$ cat config.mk
export PLATFORM = sky130hd
export DESIGN_NAME = mem_bus_arbiter
export DESIGN_NICKNAME = d
export VERILOG_FILES = /design/src/rtl/mem_bus_arbiter.sv
export SDC_FILE = /design/constraint.sdc
export NUM_CORES = 1
export LEC_CHECK = 0
export CORE_AREA = 4 4 214 216
export CTS_BUF_LIST = sky130_fd_sc_hd__clkbuf_4 sky130_fd_sc_hd__clkbuf_8
export DETAILED_ROUTE_END_ITERATION = 10
export DIE_AREA = 0 0 218 220
export PLACE_DENSITY = 0.45
export RECOVER_POWER = 25
export SLEW_MARGIN = 10
export SYNTH_ARGS = -nofsm -noshare
export SYNTH_HDL_FRONTEND = slang
export SYNTH_SLANG_ARGS = --single-unit
$ cat constraint.sdc
create_clock -name clock -period 3.5 [get_ports clock]
set_input_delay 0.7 -clock clock [delete_from_list [all_inputs] [get_ports clock]]
set_output_delay 0.7 -clock clock [all_outputs]
set_load 0.02 [all_outputs]
$ cat src/rtl/mem_bus_arbiter.sv
// mem_bus_arbiter
// Shares the single processor-memory port between the dcache controller
// (loads and stores) and the icache controller (loads only).
//
// Grant and forwarding are combinational, so memory's same-cycle accept
// response is routed back to the granted requester in the same cycle.
// A 16-entry owner table records which requester owns each accepted load
// tag, so data returning from memory is routed to the right controller.
//
// Optional build macro: MEM_ARB_RR_EN
//   defined   : round-robin on ties (no lock active), using last_grant.
//   undefined : fixed dcache priority on ties.
//
// Ports:
//   clock, reset                 system clock, synchronous active-high reset
//   dc2arb_command/addr/data     dcache request (NONE / LOAD / STORE)
//   ic2arb_command/addr          icache request (NONE / LOAD; STORE = NONE)
//   mem2arb_response             accept tag for this cycle's command, 0 = rejected
//   mem2arb_tag/data             returning load tag (0 = none) and data
//   arb2mem_command/addr/data    granted command towards memory
//   arb2dc_response/arb2ic_response  accept tag to the granted requester only
//   arb2dc_tag/arb2ic_tag        returning tag routed to its owner
//   arb2dc_data/arb2ic_data      returning data to both, qualified by tags
//   arb_outstanding              registered count of valid owner entries
module mem_bus_arbiter #(
  parameter int ADDR_W = 64,
  parameter int DATA_W = 64,
  parameter int TAG_W  = 4
) (
  input  logic              clock,
  input  logic              reset,
  input  logic [1:0]        dc2arb_command,
  input  logic [ADDR_W-1:0] dc2arb_addr,
  input  logic [DATA_W-1:0] dc2arb_data,
  input  logic [1:0]        ic2arb_command,
  input  logic [ADDR_W-1:0] ic2arb_addr,
  input  logic [TAG_W-1:0]  mem2arb_response,
  input  logic [TAG_W-1:0]  mem2arb_tag,
  input  logic [DATA_W-1:0] mem2arb_data,
  output logic [1:0]        arb2mem_command,
  output logic [ADDR_W-1:0] arb2mem_addr,
  output logic [DATA_W-1:0] arb2mem_data,
  output logic [TAG_W-1:0]  arb2dc_response,
  output logic [TAG_W-1:0]  arb2ic_response,
  output logic [TAG_W-1:0]  arb2dc_tag,
  output logic [TAG_W-1:0]  arb2ic_tag,
  output logic [DATA_W-1:0] arb2dc_data,
  output logic [DATA_W-1:0] arb2ic_data,
  output logic [TAG_W:0]    arb_outstanding
);

  localparam int DEPTH = 1 << TAG_W;

  localparam logic [1:0] BUS_NONE  = 2'b00;
  localparam logic [1:0] BUS_LOAD  = 2'b01;
  localparam logic [1:0] BUS_STORE = 2'b10;

  localparam logic [TAG_W:0]   CNT_MAX  = (TAG_W+1)'(DEPTH);
  localparam logic [TAG_W:0]   CNT_ZERO = {(TAG_W+1){1'b0}};
  localparam logic [TAG_W:0]   CNT_ONE  = {{TAG_W{1'b0}}, 1'b1};
  localparam logic [TAG_W-1:0] TAG_NONE = {TAG_W{1'b0}};

  // Request decode and grant
  logic dc_active_s;
  logic ic_active_s;
  logic both_active_s;
  logic tie_dc_s;
  logic grant_dc_s;
  logic grant_ic_s;
  logic accept_s;

  // Lock register: holds the grant for a rejected requester.
  logic lock_valid_r;
  logic lock_dc_r;
  logic lock_hold_s;

  // Owner table
  logic [DEPTH-1:0] valid_r;
  logic [DEPTH-1:0] is_dc_r;
  logic             alloc_s;
  logic             retire_s;
  logic             retire_dc_s;

  assign dc_active_s   = (dc2arb_command != BUS_NONE);
  assign both_active_s = dc_active_s && ic_active_s;
  assign accept_s      = (mem2arb_response != TAG_NONE);

  // Icache can only load; a store encoding from it is ignored.
  always_comb begin
    case (ic2arb_command)
      BUS_LOAD:  ic_active_s = 1'b1;
      BUS_STORE: ic_active_s = 1'b0;
      default:   ic_active_s = 1'b0;
    endcase
  end

`ifdef MEM_ARB_RR_EN
  logic last_dc_r;

  // The requester that was not accepted last wins the next unlocked tie.
  assign tie_dc_s = !last_dc_r;

  // Remember the last accepted requester; reset value favours dcache first.
  always_ff @(posedge clock) begin
    if (reset) begin
      last_dc_r <= 1'b0;
    end else if ((grant_dc_s || grant_ic_s) && accept_s) begin
      last_dc_r <= grant_dc_s;
    end
  end
`else
  assign tie_dc_s = 1'b1;
`endif

  // Grant selection: single requester, then lock, then tie-break.
  always_comb begin
    grant_dc_s = 1'b0;
    grant_ic_s = 1'b0;
    if (both_active_s) begin
      if (lock_valid_r) begin
        grant_dc_s = lock_dc_r;
        grant_ic_s = !lock_dc_r;
      end else begin
        grant_dc_s = tie_dc_s;
        grant_ic_s = !tie_dc_s;
      end
    end else if (dc_active_s) begin
      grant_dc_s = 1'b1;
    end else if (ic_active_s) begin
      grant_ic_s = 1'b1;
    end else begin
      grant_dc_s = 1'b0;
      grant_ic_s = 1'b0;
    end
  end

  // Forward the granted request to memory and route the accept response back.
  always_comb begin
    arb2mem_command = BUS_NONE;
    arb2mem_addr    = {ADDR_W{1'b0}};
    arb2mem_data    = {DATA_W{1'b0}};
    arb2dc_response = TAG_NONE;
    arb2ic_response = TAG_NONE;
    if (grant_dc_s) begin
      arb2mem_command = dc2arb_command;
      arb2mem_addr    = dc2arb_addr;
      arb2mem_data    = dc2arb_data;
      arb2dc_response = mem2arb_response;
    end else if (grant_ic_s) begin
      arb2mem_command = BUS_LOAD;
      arb2mem_addr    = ic2arb_addr;
      arb2ic_response = mem2arb_response;
    end else begin
      arb2mem_command = BUS_NONE;
    end
  end

  assign alloc_s     = (arb2mem_command == BUS_LOAD) && accept_s;
  assign retire_s    = (mem2arb_tag != TAG_NONE) && valid_r[mem2arb_tag];
  assign retire_dc_s = is_dc_r[mem2arb_tag];

  // Route a returning tag to its recorded owner; orphans go nowhere.
  always_comb begin
    arb2dc_tag = TAG_NONE;
    arb2ic_tag = TAG_NONE;
    if (retire_s) begin
      if (retire_dc_s) begin
        arb2dc_tag = mem2arb_tag;
      end else begin
        arb2ic_tag = mem2arb_tag;
      end
    end else begin
      arb2dc_tag = TAG_NONE;
    end
  end

  assign arb2dc_data = mem2arb_data;
  assign arb2ic_data = mem2arb_data;

  // The lock stays only while the locked requester keeps asking.
  assign lock_hold_s = lock_valid_r && (lock_dc_r ? dc_active_s : ic_active_s);

  // Set or keep the lock on a rejection under contention; clear otherwise.
  always_ff @(posedge clock) begin
    if (reset) begin
      lock_valid_r <= 1'b0;
      lock_dc_r    <= 1'b0;
    end else if ((grant_dc_s || grant_ic_s) && !accept_s && (both_active_s || lock_hold_s)) begin
      lock_valid_r <= 1'b1;
      lock_dc_r    <= grant_dc_s;
    end else begin
      lock_valid_r <= 1'b0;
      lock_dc_r    <= 1'b0;
    end
  end

  // Owner table: retire clears first so a same-tag allocation wins.
  always_ff @(posedge clock) begin
    if (reset) begin
      valid_r <= {DEPTH{1'b0}};
      is_dc_r <= {DEPTH{1'b0}};
    end else begin
      if (retire_s) begin
        valid_r[mem2arb_tag] <= 1'b0;
      end
      if (alloc_s) begin
        valid_r[mem2arb_response] <= 1'b1;
        is_dc_r[mem2arb_response] <= grant_dc_s;
      end
    end
  end

  // Outstanding count, saturating at the table depth and floored at zero.
  always_ff @(posedge clock) begin
    if (reset) begin
      arb_outstanding <= CNT_ZERO;
    end else begin
      case ({alloc_s, retire_s})
        2'b10: begin
          if (arb_outstanding != CNT_MAX) begin
            arb_outstanding <= arb_outstanding + CNT_ONE;
          end
        end
        2'b01: begin
          if (arb_outstanding != CNT_ZERO) begin
            arb_outstanding <= arb_outstanding - CNT_ONE;
          end
        end
        default: arb_outstanding <= arb_outstanding;
      endcase
    end
  end

`ifndef SYNTHESIS
  // Report memory handing out a tag that is still outstanding.
  always_ff @(posedge clock) begin
    if (!reset && alloc_s && valid_r[mem2arb_response] &&
        !(retire_s && (mem2arb_tag == mem2arb_response))) begin
      $display("mem_bus_arbiter: protocol violation, tag %0d reallocated while outstanding",
               mem2arb_response);
    end
  end
`endif

endmodule
==> impl_metrics.toml <==
[layout]
multiInputGateArea_mm2 = 0.00240
postLayoutCoreUtil = 0.185
syn2layout_area_growth_pct = 89.4
seq_area_um2 = 781
diodes = 0
n_fill_cell = 5002
final_nets = 1052
final_cells = 1371
drive_above_1_share = 0.123

[clock_network]
htreeDepth = 2
cts_tree = "built"
clk_path_buf_depth = 2
clk_pin_slew_worst_paths_ns = 0.07
clk_latency_ns = 0.29
clock-root-buffer = "clkbuf_8"
clock_sinks = 39
cts_made_buffers = 5

[grt]
grt_max_degree = 60
overflow = 0
grt_pass1_vias = 4964
grt_pass1_wl_um = 37900
grt_usage = 0.110
antenna_found_initial = 9

[placement]
place.gp.congestion = 0.811
dp_worst_setup_slack_ns = -0.329
io_buffers = 356
dp.cells = 1360
hpwlAfterDp_um = 24100

[yosys]
synthDistinctLibCells = 44
syn-mean-instance-area_um2 = 8.02
synth_top_area_frac = 0.225
synth-edff-count = 0
synth_common_cells = "129 x buf_4, 78 x and2_1, 64 x a22o_1"
synth_top_cells_by_area = "buf_4 23%, dfxtp_1 18%, a22o_1 13%"
yosys.area.top_type = "buf_4"
ys_seq_area_frac = 0.182
synth_nets = 810
ys_warn_count = 0
synth_ff_type = "dfxtp_1"
synthArstFlopShare = 0
syn_inst = 536
syn_area_mm2 = 0.00430
ys_ff_latch = 39
synth.most_common_cell = "buf_4"

[floorplan]
die-width_um = 218
start_util = 0.0978
rows = 77
die_y_um = 220
pin_count = 549
core_mm2 = 0.0439
die_area_mm2 = 0.0480

[power]
fin_total_pwr_mw = 1.68
peakVddDrop_v = 0.000132
power_density_mw_per_mm2 = 206
p_leak_nw = 3.68

[sta]
finalCritPeriodShare = 0.973
fin_crit_ns = 3.41
hold_ws_ns = 0.468
final_hold_viol_count = 0
tightest_slew_ns = 0.438
slew_violations = 0
slew_headroom = 0.708
fmax_ghz = 0.294
setup_viol = 0
timing.final.ws_setup_ns = 0.0934
skew_ns = 0.00534

[route]
vias = 4812
drt-total-wl_um = 29000
detail-route-antenna-nets = 0
drt_pass1_iterations = 4
drc = 0
routedWlPerCell_um = 21.1
first_iter_violations = 244
viasPerCell = 3.51

[job]
drv_cap = 0

[worst_setup_path]
crit_path_end_kind = "output pin"
required_ns = 2.80
regToRegSetupSlack_ns = 0.98
path_class = "input port to output pin"
critical_path_arrival_ns = 2.71
start_kind = "input port"
crit_fanout = 29

[outcome]
status = "finished clean"

[min_path]
hp-class = "flop to flop"
==> critical path: stages <==
cell,delay (ns)
clkdlybuf4s50_1,0.43
nor2_1,0.15
inv_1,0.09
a21oi_4,0.22
buf_12,0.23
buf_4,0.15
a22o_1,0.12
clkdlybuf4s50_1,0.60
==> metal layers <==
metal / part of all wire / GRT usage / wire [µm] / vias to the layer above
met3: 0.11 / 0.0556 / 3310 / 27
li1: - / - / - / 2220
met4: 0.0058 / 0.0135 / 167 / 8
met1: 0.41 / 0.136 / 11900 / 2223
met5: 0.0017 / 0 / 48 / -
met2: 0.47 / 0.178 / 13500 / 334
==> state kept, by name (all words and copies together) (netlist names) <==
name / cells
arb_outstanding: 5
is_dc_r: 16
lock_dc_r: 1
lock_valid_r: 1
valid_r: 16
==> power by group <==
part	switching, mW	internal, mW	leakage (nW)
clock	0.159	0.156	0.0491
sequential	0.00934	0.452	0.315
combinational	0.402	0.500	3.32
==> what timing repair did <==
item / in CTS / in global routing
pin swaps: 0 / 3
hold buffers: 0 / 0
cloned: 1 / 1
endpoints found under the setup margin: 128 / 57
resized for setup: 45 / 60
buffers inserted: 1 / 0
==> cells by family after synthesis <==
logic type / Yosys count / synth area share
buf+inv: 172 / 0.269
simple gates: 153 / 0.203
compound gates: 135 / 0.238
flops: 39 / 0.182
mux: 27 / 0.0845
xor+xnor: 6 / 0.0122
fa+ha+maj: 4 / 0.0116
==> through the flow <==
stage | setup TNS (ns) | instance area, µm²
after floorplan | 0 | 4300
after global placement | -10.78 | 7900
after detailed placement | -10.89 | 7900
after CTS | 0 | 8010
after global routing | -0.0672 | 8140
final | 0 | 8140
==> final cells by class <==
class | count | share of cell area
timing repair buffer | 402 | 0.505
multi-input combinational | 325 | 0.294
sequential | 39 | 0.0959
tap | 592 | 0.0910
clock buffer | 7 | 0.0103
inverter | 5 | 0.00231
clock inverter | 1 | 0.000615
==> path summary, 6_finish.rpt <==
check / cells past startpoint / end / from
max: 8 / arb2mem_addr[24] / dc2arb_command[1]
min: 1 / is_dc_r[0] / is_dc_r[0]
max reg2reg: 10 / arb_outstanding[4] / valid_r[15]
min reg2reg: 1 / is_dc_r[0] / is_dc_r[0]
==> placed cells by master, fill, tap and decap left out, drive strengths merged, types with 2 or more instances in the layout <==
cell type      count
a21oi             24
a22o              64
a22oi              2
and2              78
and3               3
buf               61
clkbuf            10
clkdlybuf4s50    257
dfxtp             39
dlygate4sd2       30
dlymetal6s2s      49
ha                 4
inv                5
mux2i             19
mux4               7
nand2             10
nand2b             7
nand3              2
nor2              31
nor2b             11
nor3               2
o2111ai            9
o211ai             7
o21a               2
o21ai             22
or2                4
xnor2              3
xor2               3
No activity file was read; power rests on OpenSTA's default activity.
